--- src/rtl/bus_mux_pkg.sv ---
// Shared constants and helpers for the registered bus multiplexer.
// Arbitration mode encodings, default data width and a ceil-log2 helper.
// No logic, so no latency or backpressure of its own.
package bus_mux_pkg;

  localparam int ARB_DIRECT    = 0;
  localparam int ARB_RR        = 1;
  localparam int DEFAULT_WIDTH = 8;

  // Select width for n channels; a single channel still needs one bit.
  function automatic int clog2(input int n);
    int r;
    r = 0;
    while ((1 << r) < n) r++;
    return (r < 1) ? 1 : r;
  endfunction

endpackage

--- src/rtl/rr_arbiter.sv ---
// Round-robin grant picker: first requester above ptr, wrapping N-1 -> 0.
// Latency: purely combinational.
// Backpressure: none; the caller decides whether the grant is consumed.
module rr_arbiter
  import bus_mux_pkg::*;
#(
  parameter  int N    = 2,
  localparam int SELW = clog2(N)
) (
  input  logic [N-1:0]    req,
  input  logic [SELW-1:0] ptr,
  output logic [SELW-1:0] gnt_idx,
  output logic            gnt_ok
);

  int idx;

  // Walk the search order backwards so the nearest requester is written last.
  always_comb begin
    gnt_idx = '0;
    gnt_ok  = |req;
    idx     = 0;
    for (int k = N; k >= 1; k--) begin
      idx = (int'(ptr) + k) % N;
      for (int i = 0; i < N; i++) begin
        if (idx == i && req[i]) gnt_idx = SELW'(i);
      end
    end
  end

endmodule

--- src/rtl/bus_mux_arb.sv ---
// N-channel registered bus mux with direct-select or round-robin arbitration; BUS_MUX_LOCK_EN adds in_lock.
// Latency: 1 cycle from input transfer to out_valid; one beat per cycle sustained.
// Backpressure: single output entry refills as it drains; a stalled entry blocks every in_ready.
module bus_mux_arb
  import bus_mux_pkg::*;
#(
  parameter  int WIDTH    = DEFAULT_WIDTH,
  parameter  int N        = 2,
  parameter  int ARB_MODE = ARB_DIRECT,
  localparam int SELW     = clog2(N)
) (
  input  logic               clk,
  input  logic               rst,
  input  logic [SELW-1:0]    sel,
  input  logic [N*WIDTH-1:0] in_data,
  input  logic [N-1:0]       in_valid,
  output logic [N-1:0]       in_ready,
  output logic [WIDTH-1:0]   out_data,
  output logic               out_valid,
  input  logic               out_ready,
  output logic [SELW-1:0]    out_chan
`ifdef BUS_MUX_LOCK_EN
  ,
  input  logic [N-1:0]       in_lock
`endif
);

  logic [SELW-1:0]  ptr_q, ptr_d;
  logic [WIDTH-1:0] out_data_q, out_data_d;
  logic [SELW-1:0]  out_chan_q, out_chan_d;
  logic             out_valid_q, out_valid_d;

  logic [SELW-1:0]  rr_idx;
  logic             rr_ok;
  logic [SELW-1:0]  g;
  logic             grant_ok;
  logic             dir_ok;
  logic             load;
  logic             xfer;
  logic [WIDTH-1:0] g_data;

`ifdef BUS_MUX_LOCK_EN
  logic             lock_q, lock_d;
  logic [SELW-1:0]  owner_q, owner_d;
  logic             g_lock;
`endif

  rr_arbiter #(.N(N)) u_rr (
    .req     (in_valid),
    .ptr     (ptr_q),
    .gnt_idx (rr_idx),
    .gnt_ok  (rr_ok)
  );

  // A select value beyond the last channel matches nothing and grants nothing.
  always_comb begin
    dir_ok = 1'b0;
    for (int i = 0; i < N; i++) begin
      if (sel == SELW'(i)) dir_ok = in_valid[i];
    end
    if (ARB_MODE == ARB_RR) begin
      g        = rr_idx;
      grant_ok = rr_ok;
    end else begin
      g        = sel;
      grant_ok = dir_ok;
    end
`ifdef BUS_MUX_LOCK_EN
    if (lock_q) begin
      g        = owner_q;
      grant_ok = 1'b0;
      for (int i = 0; i < N; i++) begin
        if (owner_q == SELW'(i)) grant_ok = in_valid[i];
      end
    end
`endif
  end

  assign load = !out_valid_q || out_ready;
  assign xfer = load && grant_ok && !rst;

  always_comb begin
    in_ready = '0;
    g_data   = '0;
    for (int i = 0; i < N; i++) begin
      if (g == SELW'(i)) begin
        in_ready[i] = xfer;
        g_data      = in_data[i*WIDTH +: WIDTH];
      end
    end
  end

`ifdef BUS_MUX_LOCK_EN
  always_comb begin
    g_lock = 1'b0;
    for (int i = 0; i < N; i++) begin
      if (g == SELW'(i)) g_lock = in_lock[i];
    end
    lock_d  = lock_q;
    owner_d = owner_q;
    if (xfer) begin
      lock_d  = g_lock;
      owner_d = g;
    end
  end
`endif

  // Priority rotates only when a beat actually moves.
  always_comb begin
    out_valid_d = out_valid_q;
    out_data_d  = out_data_q;
    out_chan_d  = out_chan_q;
    ptr_d       = ptr_q;
    if (xfer) begin
      out_valid_d = 1'b1;
      out_data_d  = g_data;
      out_chan_d  = g;
      ptr_d       = g;
    end else if (load) begin
      out_valid_d = 1'b0;
    end
  end

  always_ff @(posedge clk) begin
    if (rst) begin
      out_valid_q <= 1'b0;
      out_data_q  <= '0;
      out_chan_q  <= '0;
      ptr_q       <= SELW'(N - 1);
`ifdef BUS_MUX_LOCK_EN
      lock_q      <= 1'b0;
      owner_q     <= '0;
`endif
    end else begin
      out_valid_q <= out_valid_d;
      out_data_q  <= out_data_d;
      out_chan_q  <= out_chan_d;
      ptr_q       <= ptr_d;
`ifdef BUS_MUX_LOCK_EN
      lock_q      <= lock_d;
      owner_q     <= owner_d;
`endif
    end
  end

  assign out_valid = out_valid_q;
  assign out_data  = out_data_q;
  assign out_chan  = out_chan_q;

endmodule

--- config.mk ---
export PLATFORM = sky130hd
export DESIGN_NAME = bus_mux_arb
export DESIGN_NICKNAME = d
export VERILOG_FILES = /design/src/rtl/bus_mux_pkg.sv /design/src/rtl/rr_arbiter.sv /design/src/rtl/bus_mux_arb.sv
export SDC_FILE = /design/constraint.sdc
export NUM_CORES = 1
export LEC_CHECK = 0
export BUFFER_PORTS_ARGS = -buffer_cell sky130_fd_sc_hd__buf_4
export CORE_MARGIN = 3
export CORE_UTILIZATION = 25
export CTS_CLUSTER_DIAMETER = 100
export DETAILED_ROUTE_END_ITERATION = 10
export GPL_ROUTABILITY_DRIVEN = 0
export PLACE_DENSITY_LB_ADDON = 0.25
export SETUP_SLACK_MARGIN = 0.05
export SYNTH_ARGS = -nofsm -noshare
export SYNTH_HDL_FRONTEND = slang
export SYNTH_SLANG_ARGS = --single-unit
--- constraint.sdc ---
create_clock -name clk -period 2.5 [get_ports clk]
set_clock_uncertainty 0.05 [all_clocks]
set_input_delay 0.125 -clock clk [delete_from_list [all_inputs] [get_ports clk]]
set_output_delay 0.125 -clock clk [all_outputs]
set_load 0.1 [all_outputs]
==> impl_results.md <==
* Worst Hold Class: in2reg
* Worst Setup End Kind: output pin
* Sw frac at 39.89%
* Slew Viols, Final at 0
* Crit path from: out_valid$_SDFFE_PP0P_
* Final min period at 1.584 ns
* Critical path peak fanout at 4
* Top-Level Pins at 34
* Tot GR Track Use at 11.08%
* Status: complete, no violations
* Initial Util at 27.13%
* PortBufs at 33
* Area growth syn-to-layout at 57.83%
* Switching power at ~210 uW
* Die footprint at ~0.0028 sq mm
* H-tree lvl count at 1
* Most frequent cells in the layout: 34 x buf_4, 10 x dfxtp_1, 9 x nand2_1
* Clock tree from TritonCTS: done
* R2R Path End: out_data[4]$_SDFFE_PP0P_
* # Post-CTS Setup Buffers at 0
* CP startpoint kind: register
* Grt total ovfl at 0
* Flop-to-flop setup slack at between 1 and 1.5 ns
* Max-Cap Viols at 0
* Leading cell type in the layout, fill and taps excluded: buf_4
* Placed Cells at roughly 120
* FMAX at ~0.63 GHz
* Vias in the first global route at ~500
* Sequential area share after synthesis at 36.87%
* Hold slack at approximately 0.088 ns
* Post-CTS sizing at 0
* WL per Instance at between 10 and 15 um
* Setup tns final at 0 ns
* Reg2Reg Depth at 4
* Unrepaired setup endpoints after global routing: no
* Clock transition at the registers of the reported paths at approximately 0.070 ns
* Final Non-Filler Cells at about 120
* Worst-margin pin slew at 0.7123 ns
* Comb pwr share at 37.3%
* Clock group share of total power at between 20% and 30%
* Final Total Pwr at approximately 530 uW
* CTS Hold Buffers Added at 0
* Core area at approximately 0.002 sq mm
* Cell-internal power at 318.2 uW
* Via/cell ratio at roughly 4.8
* Drt initial violations at 18
* Lkg Pwr at around 0.42 nW
* Clock Path Buffers at 2
* Synth unique cells at 18
* Syn nets at 82
* Required @ worst endpoint at approximately 2.3 ns
* Critical R2R Launch: out_valid$_SDFFE_PP0P_
* Pwr dens at ~600 mW/mm^2
* Final setup fails at 0
* Initial antenna violation count at 0
* ANT cells at 0
* Mapped Cells at 60
* FP Rows at 16
* Detailed Route WL at 1.436 mm
* CTS buffer count at 3
* CTS Sinks at 10
* Via total after detailed routing at 568
* First-pass DRT Iterations at 4
* # DRC at 0
* Period Utilization, post-route at a little under two thirds
* Mapped cell area at 543.0 sq um
* Share of cells above drive strength 1 at 44.57%
* Final HPWL DP at between 1 and 1.5 mm
* CP Data Arrival Time at 1.41 ns
* Die height at 52.61 um
* Yosys warns at 0
* Post-route setup slack at 0.9161 ns
* Worst setup path category: reg2out
* DRT antenna net count at 0
* Fill count at 209
* Sequential Power Share at between 30% and 40%
* VDD IR max at ~0.22 mV
* Crit path to: in_ready[0]
* Dpl ws at between 1 and 1.5 ns
* Synth Area per Inst at a little over 9 sq um
* Root Driver: clkbuf_4
* Clk_lat worst skew at about 0.26 ns
* First-pass GRT wire length at between 2 and 2.5 mm
* Layout Nets at around 120
* Worst relative slew slack at approximately 52%
* Chip Width at approximately 53 um
* Pin count of the biggest net entering global routing at 18
* Final hold violation count at 0
* Seq cells post-synth at 10
-- worst max-delay path, cell delays in order, from the launching register on --
cell and delay [ns]:
dfxtp_1 0.34, nor2b_1 0.46, nor4b_4 0.08, buf_4 0.25
-- flip-flops by register name (all words and copies together) (netlist names) --
name and cells:
out_valid 1, out_data 8, out_chan 1
-- per-layer routing --
metal | vias up | wire length (um) | GRT usage [%]
li1 | 287 | - | -
met1 | 248 | 591 | 14.87
met2 | 29 | 661 | 14.46
met3 | 4 | 143 | 2.279
met4 | 0 | 40 | 9.787
met5 | - | 0 | 0
-- metrics by stage --
| stage | util, % | area [sq um] |
|---|---|---|
| 2_1_floorplan | - | 569.3 |
| 3_3_place_gp | 41.00 | 820.8 |
| 3_5_place_dp | 41.00 | 820.8 |
| 4_1_cts | 42.81 | 857.1 |
| 5_1_grt | 42.81 | 857.1 |
| 6_report | 42.81 | 857.1 |
-- layout make-up --
class | count | area, sq um | share of cell area (%)
clock buffers | 4 | 36.28 | 4.234
multi-input cells | 43 | 327.8 | 38.25
inverters | 1 | 3.754 | 0.4380
repair buffers | 34 | 255.2 | 29.78
well taps | 27 | 33.78 | 3.942
flip-flops and latches | 10 | 200.2 | 23.36
-- cell families after synthesis --
logic type | share of synthesized area (%)
AOI/OAI and AO/OA | 12.90
and+or+nand+nor | 25.35
muxes | 17.28
buffers and inverters | 7.602
DFF | 36.87
-- synth_stat cells --
library cell  count  share of area [%]
mux2i_1           8                 15
nor3b_1           1                1.4
dfxtp_1          10                 37
nor2_1            1               0.69
a21oi_1           2                1.8
nand2b_1          1                1.2
nor2b_1           1                1.2
buf_4             2                2.8
or4_1             8                 11
clkbuf_1          3                2.1
nand2_1           9                6.2
inv_1             1               0.69
mux2i_2           1                2.5
o211ai_1          8                 11
nor3_1            1               0.92
nor4_1            1                1.2
buf_6             1                2.1
nor4b_1           1                1.6
-- power by group through the flow --
| stage | logic (mW) | registers, mW | clock network (mW) |
|---|---|---|---|
| 6_report | 0.198 | 0.179 | 0.153 |
| 5_1_grt | 0.208 | 0.180 | 0.165 |
| 4_1_cts | 0.199 | 0.179 | 0.154 |
| 3_5_place_dp | 0.199 | 0.183 | 0 |
| 3_3_place_gp | 0.198 | 0.182 | 0 |
| 2_1_floorplan | 0.0568 | 0.272 | 0 |
-- worst min-delay path by stage --
stage | startpoint | end | slack, ns | depth (start not counted)
CTS | rst | out_valid$_SDFFE_PP0P_ | 0.08 | 2
detailed placement | rst | out_valid$_SDFFE_PP0P_ | 0.37 | 2
floorplan | rst | out_data[4]$_SDFFE_PP0P_ | 0.24 | 2
global placement | rst | out_valid$_SDFFE_PP0P_ | 0.36 | 2
finish | rst | out_valid$_SDFFE_PP0P_ | 0.09 | 2
global route | rst | out_valid$_SDFFE_PP0P_ | 0.1 | 2
Note: power is estimated with default switching activity, not from simulation.
